===== src/rtl/sigmon_event_counters.sv =====
// sigmon_event_counters
// Sixteen saturating event counters fed from per-CLB strobes and CLB output
// rising edges, with an atomic snapshot into shadow registers and a simple
// request/acknowledge read port over the shadow, overflow and snapshot count.
//
// Read handshake: the requester raises rd_req with rd_addr stable and holds it
// until it sees rd_ack. The block accepts only in IDLE, pulses rd_ack for one
// cycle, then waits for rd_req to drop before it can accept again, so a held
// request produces exactly one ack. rd_data stays at the value latched on
// acceptance until the next accepted read.
module sigmon_event_counters #(
  parameter int CNT_W = 32
) (
  input  logic             clk,
  input  logic             reset,
  input  logic             cnt_enable,
  input  logic             cnt_clear,
  input  logic             snapshot_req,
  input  logic [2:0]       clb0_events_out,
  input  logic [2:0]       clb1_events_out,
  input  logic [2:0]       clb2_events_out,
  input  logic [2:0]       clb3_events_out,
  input  logic [3:0]       clbs_out,
  input  logic             rd_req,
  input  logic [4:0]       rd_addr,
  output logic             rd_ack,
  output logic [CNT_W-1:0] rd_data,
  output logic [15:0]      cnt_ovf,
  output logic [1:0]       rd_state_dbg
);

  typedef enum logic [1:0] {
    ST_IDLE = 2'd0,
    ST_ACK  = 2'd1,
    ST_HOLD = 2'd2
  } rd_state_t;

  localparam logic [CNT_W-1:0] CNT_MAX = '1;
  localparam logic [CNT_W-1:0] CNT_ONE = {{(CNT_W-1){1'b0}}, 1'b1};

  logic [11:0]      r_clb_ev;
  logic [3:0]       r_clbs;
  logic [3:0]       r_clbs_prev;
  logic [15:0]      w_ev;
  logic [CNT_W-1:0] r_cnt [16];
  logic [CNT_W-1:0] r_shadow [16];
  logic [CNT_W-1:0] r_snap_cnt;
  logic [15:0]      r_ovf;
  logic [CNT_W-1:0] w_ovf_ext;
  logic [CNT_W-1:0] w_rd_mux;
  rd_state_t        r_rd_state;
  logic             r_rd_ack;
  logic [CNT_W-1:0] r_rd_data;

  // Register all event sources once; keep the previous CLB output sample for edge detection.
  always_ff @(posedge clk or negedge reset) begin
    if (!reset) begin
      r_clb_ev    <= '0;
      r_clbs      <= '0;
      r_clbs_prev <= '0;
    end else begin
      r_clb_ev    <= {clb3_events_out, clb2_events_out, clb1_events_out, clb0_events_out};
      r_clbs      <= clbs_out;
      r_clbs_prev <= r_clbs;
    end
  end

  assign w_ev = {r_clbs & ~r_clbs_prev, r_clb_ev};

  // Live counters: clear wins over increment; at saturation the count holds and the flag sticks.
  always_ff @(posedge clk or negedge reset) begin
    if (!reset) begin
      for (int i = 0; i < 16; i++) r_cnt[i] <= '0;
      r_ovf <= '0;
    end else if (cnt_clear) begin
      for (int i = 0; i < 16; i++) r_cnt[i] <= '0;
      r_ovf <= '0;
    end else if (cnt_enable) begin
      for (int i = 0; i < 16; i++) begin
        if (w_ev[i]) begin
          if (r_cnt[i] == CNT_MAX) r_ovf[i] <= 1'b1;
          else                     r_cnt[i] <= r_cnt[i] + CNT_ONE;
        end
      end
    end
  end

  // Snapshot copies the pre-edge live values, so a coincident clear or increment is not seen.
  always_ff @(posedge clk or negedge reset) begin
    if (!reset) begin
      for (int i = 0; i < 16; i++) r_shadow[i] <= '0;
      r_snap_cnt <= '0;
    end else if (snapshot_req) begin
      for (int i = 0; i < 16; i++) r_shadow[i] <= r_cnt[i];
      r_snap_cnt <= r_snap_cnt + CNT_ONE;
    end
  end

  // Overflow flags as a read word: zero-extended, or truncated when the counters are narrower.
  generate
    if (CNT_W > 16) begin : g_ovf_wide
      assign w_ovf_ext = {{(CNT_W-16){1'b0}}, r_ovf};
    end else if (CNT_W == 16) begin : g_ovf_eq
      assign w_ovf_ext = r_ovf;
    end else begin : g_ovf_narrow
      assign w_ovf_ext = r_ovf[CNT_W-1:0];
    end
  endgenerate

  // Read address decode: shadow bank, overflow word, snapshot count, zeros elsewhere.
  always_comb begin
    w_rd_mux = '0;
    if (!rd_addr[4])           w_rd_mux = r_shadow[rd_addr[3:0]];
    else if (rd_addr == 5'd16) w_rd_mux = w_ovf_ext;
    else if (rd_addr == 5'd17) w_rd_mux = r_snap_cnt;
  end

  // Read FSM: accept in IDLE, one-cycle ack, then wait for the request to drop.
  always_ff @(posedge clk or negedge reset) begin
    if (!reset) begin
      r_rd_state <= ST_IDLE;
      r_rd_ack   <= 1'b0;
      r_rd_data  <= '0;
    end else begin
      case (r_rd_state)
        ST_IDLE: begin
          r_rd_ack <= 1'b0;
          if (rd_req) begin
            r_rd_data  <= w_rd_mux;
            r_rd_ack   <= 1'b1;
            r_rd_state <= ST_ACK;
          end
        end
        ST_ACK: begin
          r_rd_ack   <= 1'b0;
          r_rd_state <= ST_HOLD;
        end
        ST_HOLD: begin
          r_rd_ack <= 1'b0;
          if (!rd_req) r_rd_state <= ST_IDLE;
        end
        default: begin
          r_rd_ack   <= 1'b0;
          r_rd_state <= ST_IDLE;
        end
      endcase
    end
  end

  assign rd_ack       = r_rd_ack;
  assign rd_data      = r_rd_data;
  assign cnt_ovf      = r_ovf;
  assign rd_state_dbg = r_rd_state;

endmodule


===== config.mk =====
export PLATFORM = sky130hd
export DESIGN_NAME = sigmon_event_counters
export DESIGN_NICKNAME = d
export VERILOG_FILES = /design/src/rtl/sigmon_event_counters.sv
export SDC_FILE = /design/constraint.sdc
export NUM_CORES = 2
export LEC_CHECK = 0
export BUFFER_PORTS_ARGS = -buffer_cell sky130_fd_sc_hd__buf_2
export CORE_MARGIN = 2
export CORE_UTILIZATION = 64
export CTS_CLUSTER_DIAMETER = 150
export DETAILED_ROUTE_END_ITERATION = 16
export PLACE_DENSITY = 0.8
export RECOVER_POWER = 25
export SLEW_MARGIN = 30
export SYNTH_ARGS = -nofsm -noshare
export SYNTH_HDL_FRONTEND = slang
export SYNTH_SLANG_ARGS = --single-unit

===== constraint.sdc =====
create_clock -name clk -period 2.7 [get_ports clk]
set_input_delay 0.54 -clock clk [delete_from_list [all_inputs] [get_ports clk]]
set_output_delay 0.54 -clock clk [all_outputs]
set_load 0.02 [all_outputs]

==> metrics.txt <==
status finished with violations; failing checks capacitance limit, slew limit; Routed WL 155,000 um; top cells by area, synth dfrtp_1, mux2_2, mux4_2; WS Path Type flip-flop to flip-flop; Synth cell types 74; Crit path required time 3.31 ns; Max VDD drop 0.674 mV; CP top delay family simple AND/OR/NAND/NOR gates; crit-path cells ha_1 -> and2_2 -> or4b_4 -> or3_1 -> buf_4 -> or3_1 -> a21oi_1; Top FF cell, synth dfrtp_1; largest net degree at the start of global routing 153; Die Ht 297 um; htree depth 3; f_max 390 MHz; Cells after Synth 4,893; Worst-Skew Late Latency 0.70 ns; Overall Power 0.0371 W; count leader, synth dfrtp_1; GP Congestion 0.951; # DRC 0; Synth top area share 51.3%; CP bufs+invs 1; Cells after DPL 6,091; ANT nets after route 0; Reg-to-Reg Start r_cnt[97]; Max stage delay on crit path 0.52 ns; Root Driver clkbuf_16; hold_sp rd_req; clock skew 0.0228 ns; vias per cell 6.83; mapped cell area 0.0550 mm2; die area 0.0883 mm2; Site Rows 107; Worst Hold Class primary input to flip-flop; fin crit period 2.57 ns; DRT Pass-1 Iters 8; Synth area leader dfrtp_1; critical path arrival 3.18 ns; first-pass GRT wire length 244,000 um; Worst Setup SP r_cnt[97]; CTS tree built; TritonCTS Buffers 114; crit path max fanout 10; Ys Warns 0; Worst Setup Start Kind flip-flop; crit end category flip-flop; synth cell count leaders dfrtp_1, mux2_2, nor2_1, a21oi_1, nand2_1; Worst slew margin -45.0%; area grow syn2layout 13.1%; Leakage 26.8 nW; endpoints failing hold 0; setup violators final 0; Post-DP HPWL 109,000 um; sequential area share after synthesis 51.3%; Max Transition Viols Final 544; Critical Path Most Common Cell or3_1; Post-synth EDFFs 0; Synth Register Bits 1,127; mean area per synthesized cell 11.2 um2; vias in the first global route 41,400; Post-synth ARST share 100%; slowest CP cell or4b_4; Final nets 5,126; max cap viols 5; Clock Pin Slew Worst Setup and Hold Paths 0.06 ns; Tcrit/Tclk final 95.1%; GR Overflow Total 0; Max Root-Sink Buffers 3; Via Count 43,200; antenna violations before repair 14; PortBufs 77; total track usage 35.2%; fin cells 6,320; Die X 297 um; Syn Nets 4,937; Initial Util 64.6%; io pins 78; WL/cell 24.6 um; Initial DRC Count 5,387; setup slack on the worst flop-to-flop path 0.13 ns; Least-Margin Pin Slew 2.18 ns; clock sinks 1,127; PwrDens 596 mW/mm2; share of cells above drive strength 1 23.9%; Core ar. 0.0851 mm2
-- layer usage --
metal  vias to the layer above  share of wire (%)  track usage (%)
met5                         -              0.032                0
li1                      18800                  -                -
met2                      2220                 45             51.7
met4                         8                4.2             13.2
met3                       364                 10             8.33
met1                     21800                 41             51.4
-- state kept, by name, indices dropped and copies added (netlist names), 4 cells and up --
| signal | cells |
|---|---|
| r_clbs_prev | 4 |
| r_clbs | 4 |
| cnt_ovf | 16 |
| rd_data | 32 |
| r_shadow | 512 |
| r_cnt | 512 |
| r_snap_cnt | 32 |
| r_clb_ev | 12 |
-- power by group --
| part | switching, W | internal [W] | leakage (nW) |
|---|---|---|---|
| logic | 0.00179 | 0.000950 | 9.31 |
| registers | 0.000530 | 0.0173 | 15.6 |
| clock network | 0.00681 | 0.00971 | 1.93 |
-- metrics by stage --
stage / area (um2) / hold WS (ns) / setup slack, ns / setup TNS [ns] / util, %
after detailed placement: 58200 / 0.448 / -0.0898 / -0.286 / 68.4
after global placement: 58200 / 0.460 / -0.0325 / -0.0839 / 68.4
after global routing: 62200 / 0.124 / -0.0148 / -0.0211 / 73.0
final: 62200 / 0.136 / 0.133 / 0 / 73.0
after CTS: 62300 / 0.109 / 0.0645 / 0 / 73.2
after floorplan: 55000 / 0.244 / 0.247 / 0 / -
-- cell usage in the layout (no fill, tap or decap), types with 35 or more instances in the layout --
cell,count
and4_1,54
nor3_1,57
and3_1,60
xnor2_1,117
nor4_1,67
dfrtp_1,1127
clkbuf_1,35
nand2_1,244
inv_1,63
mux4_2,112
a22oi_1,44
a31oi_1,44
nand3_1,214
nand4_1,151
nor2b_1,52
clkbuf_16,116
buf_2,70
xor2_1,78
mux2_2,563
buf_4,196
mux2i_1,59
o31ai_1,87
o21ai_0,160
nor2_1,364
or4_1,109
a21oi_1,305
or3_1,168
-- cell families (layout without fill, tap and decap cells) --
kind of cell	Yosys count	after routing	share of synthesized area (%)
and+or+nand+nor	1647	1647	16.2
other	0	2	0
adders and majority gates	17	17	0.387
DFF	1127	1127	51.3
buffers and inverters	333	614	2.32
xor gates and xnor gates	195	195	3.11
muxes	734	734	17.2
AOI/OAI and AO/OA	840	840	9.53
-- worst min-delay path: stages --
cell and delay (ns):
buf_2 0.10, nand3_1 0.07, o21ai_0 0.06
-- cell type report --
type	instances	area, um2
well taps	1144	1430
fillers	5657	23000
multi-input cells	3433	25600
flip-flops and latches	1127	28200
clock inverters	46	598
diodes	2	5.00
clock buffers	162	3330
repair buffers	342	2790
inverters	64	240
-- repair_timing --
item | 4_1_cts | 5_1_grt
buffers inserted | 0 | 2
endpoints found under the hold margin | 42 | 0
gates resized for setup | 0 | 5
hold buffers | 17 | 0
endpoints found under the setup margin | 0 | 20
-- worst paths after layout --
kind,end,depth (start not counted)
max,r_cnt[122],7
max in group asynchronous,r_cnt[91],4
min,rd_state_dbg[1],3
min in group asynchronous,r_cnt[467],2
max reg2reg,r_cnt[122],7
min reg2reg,r_clbs_prev[2],0
No activity file was read; power rests on OpenSTA's default activity.
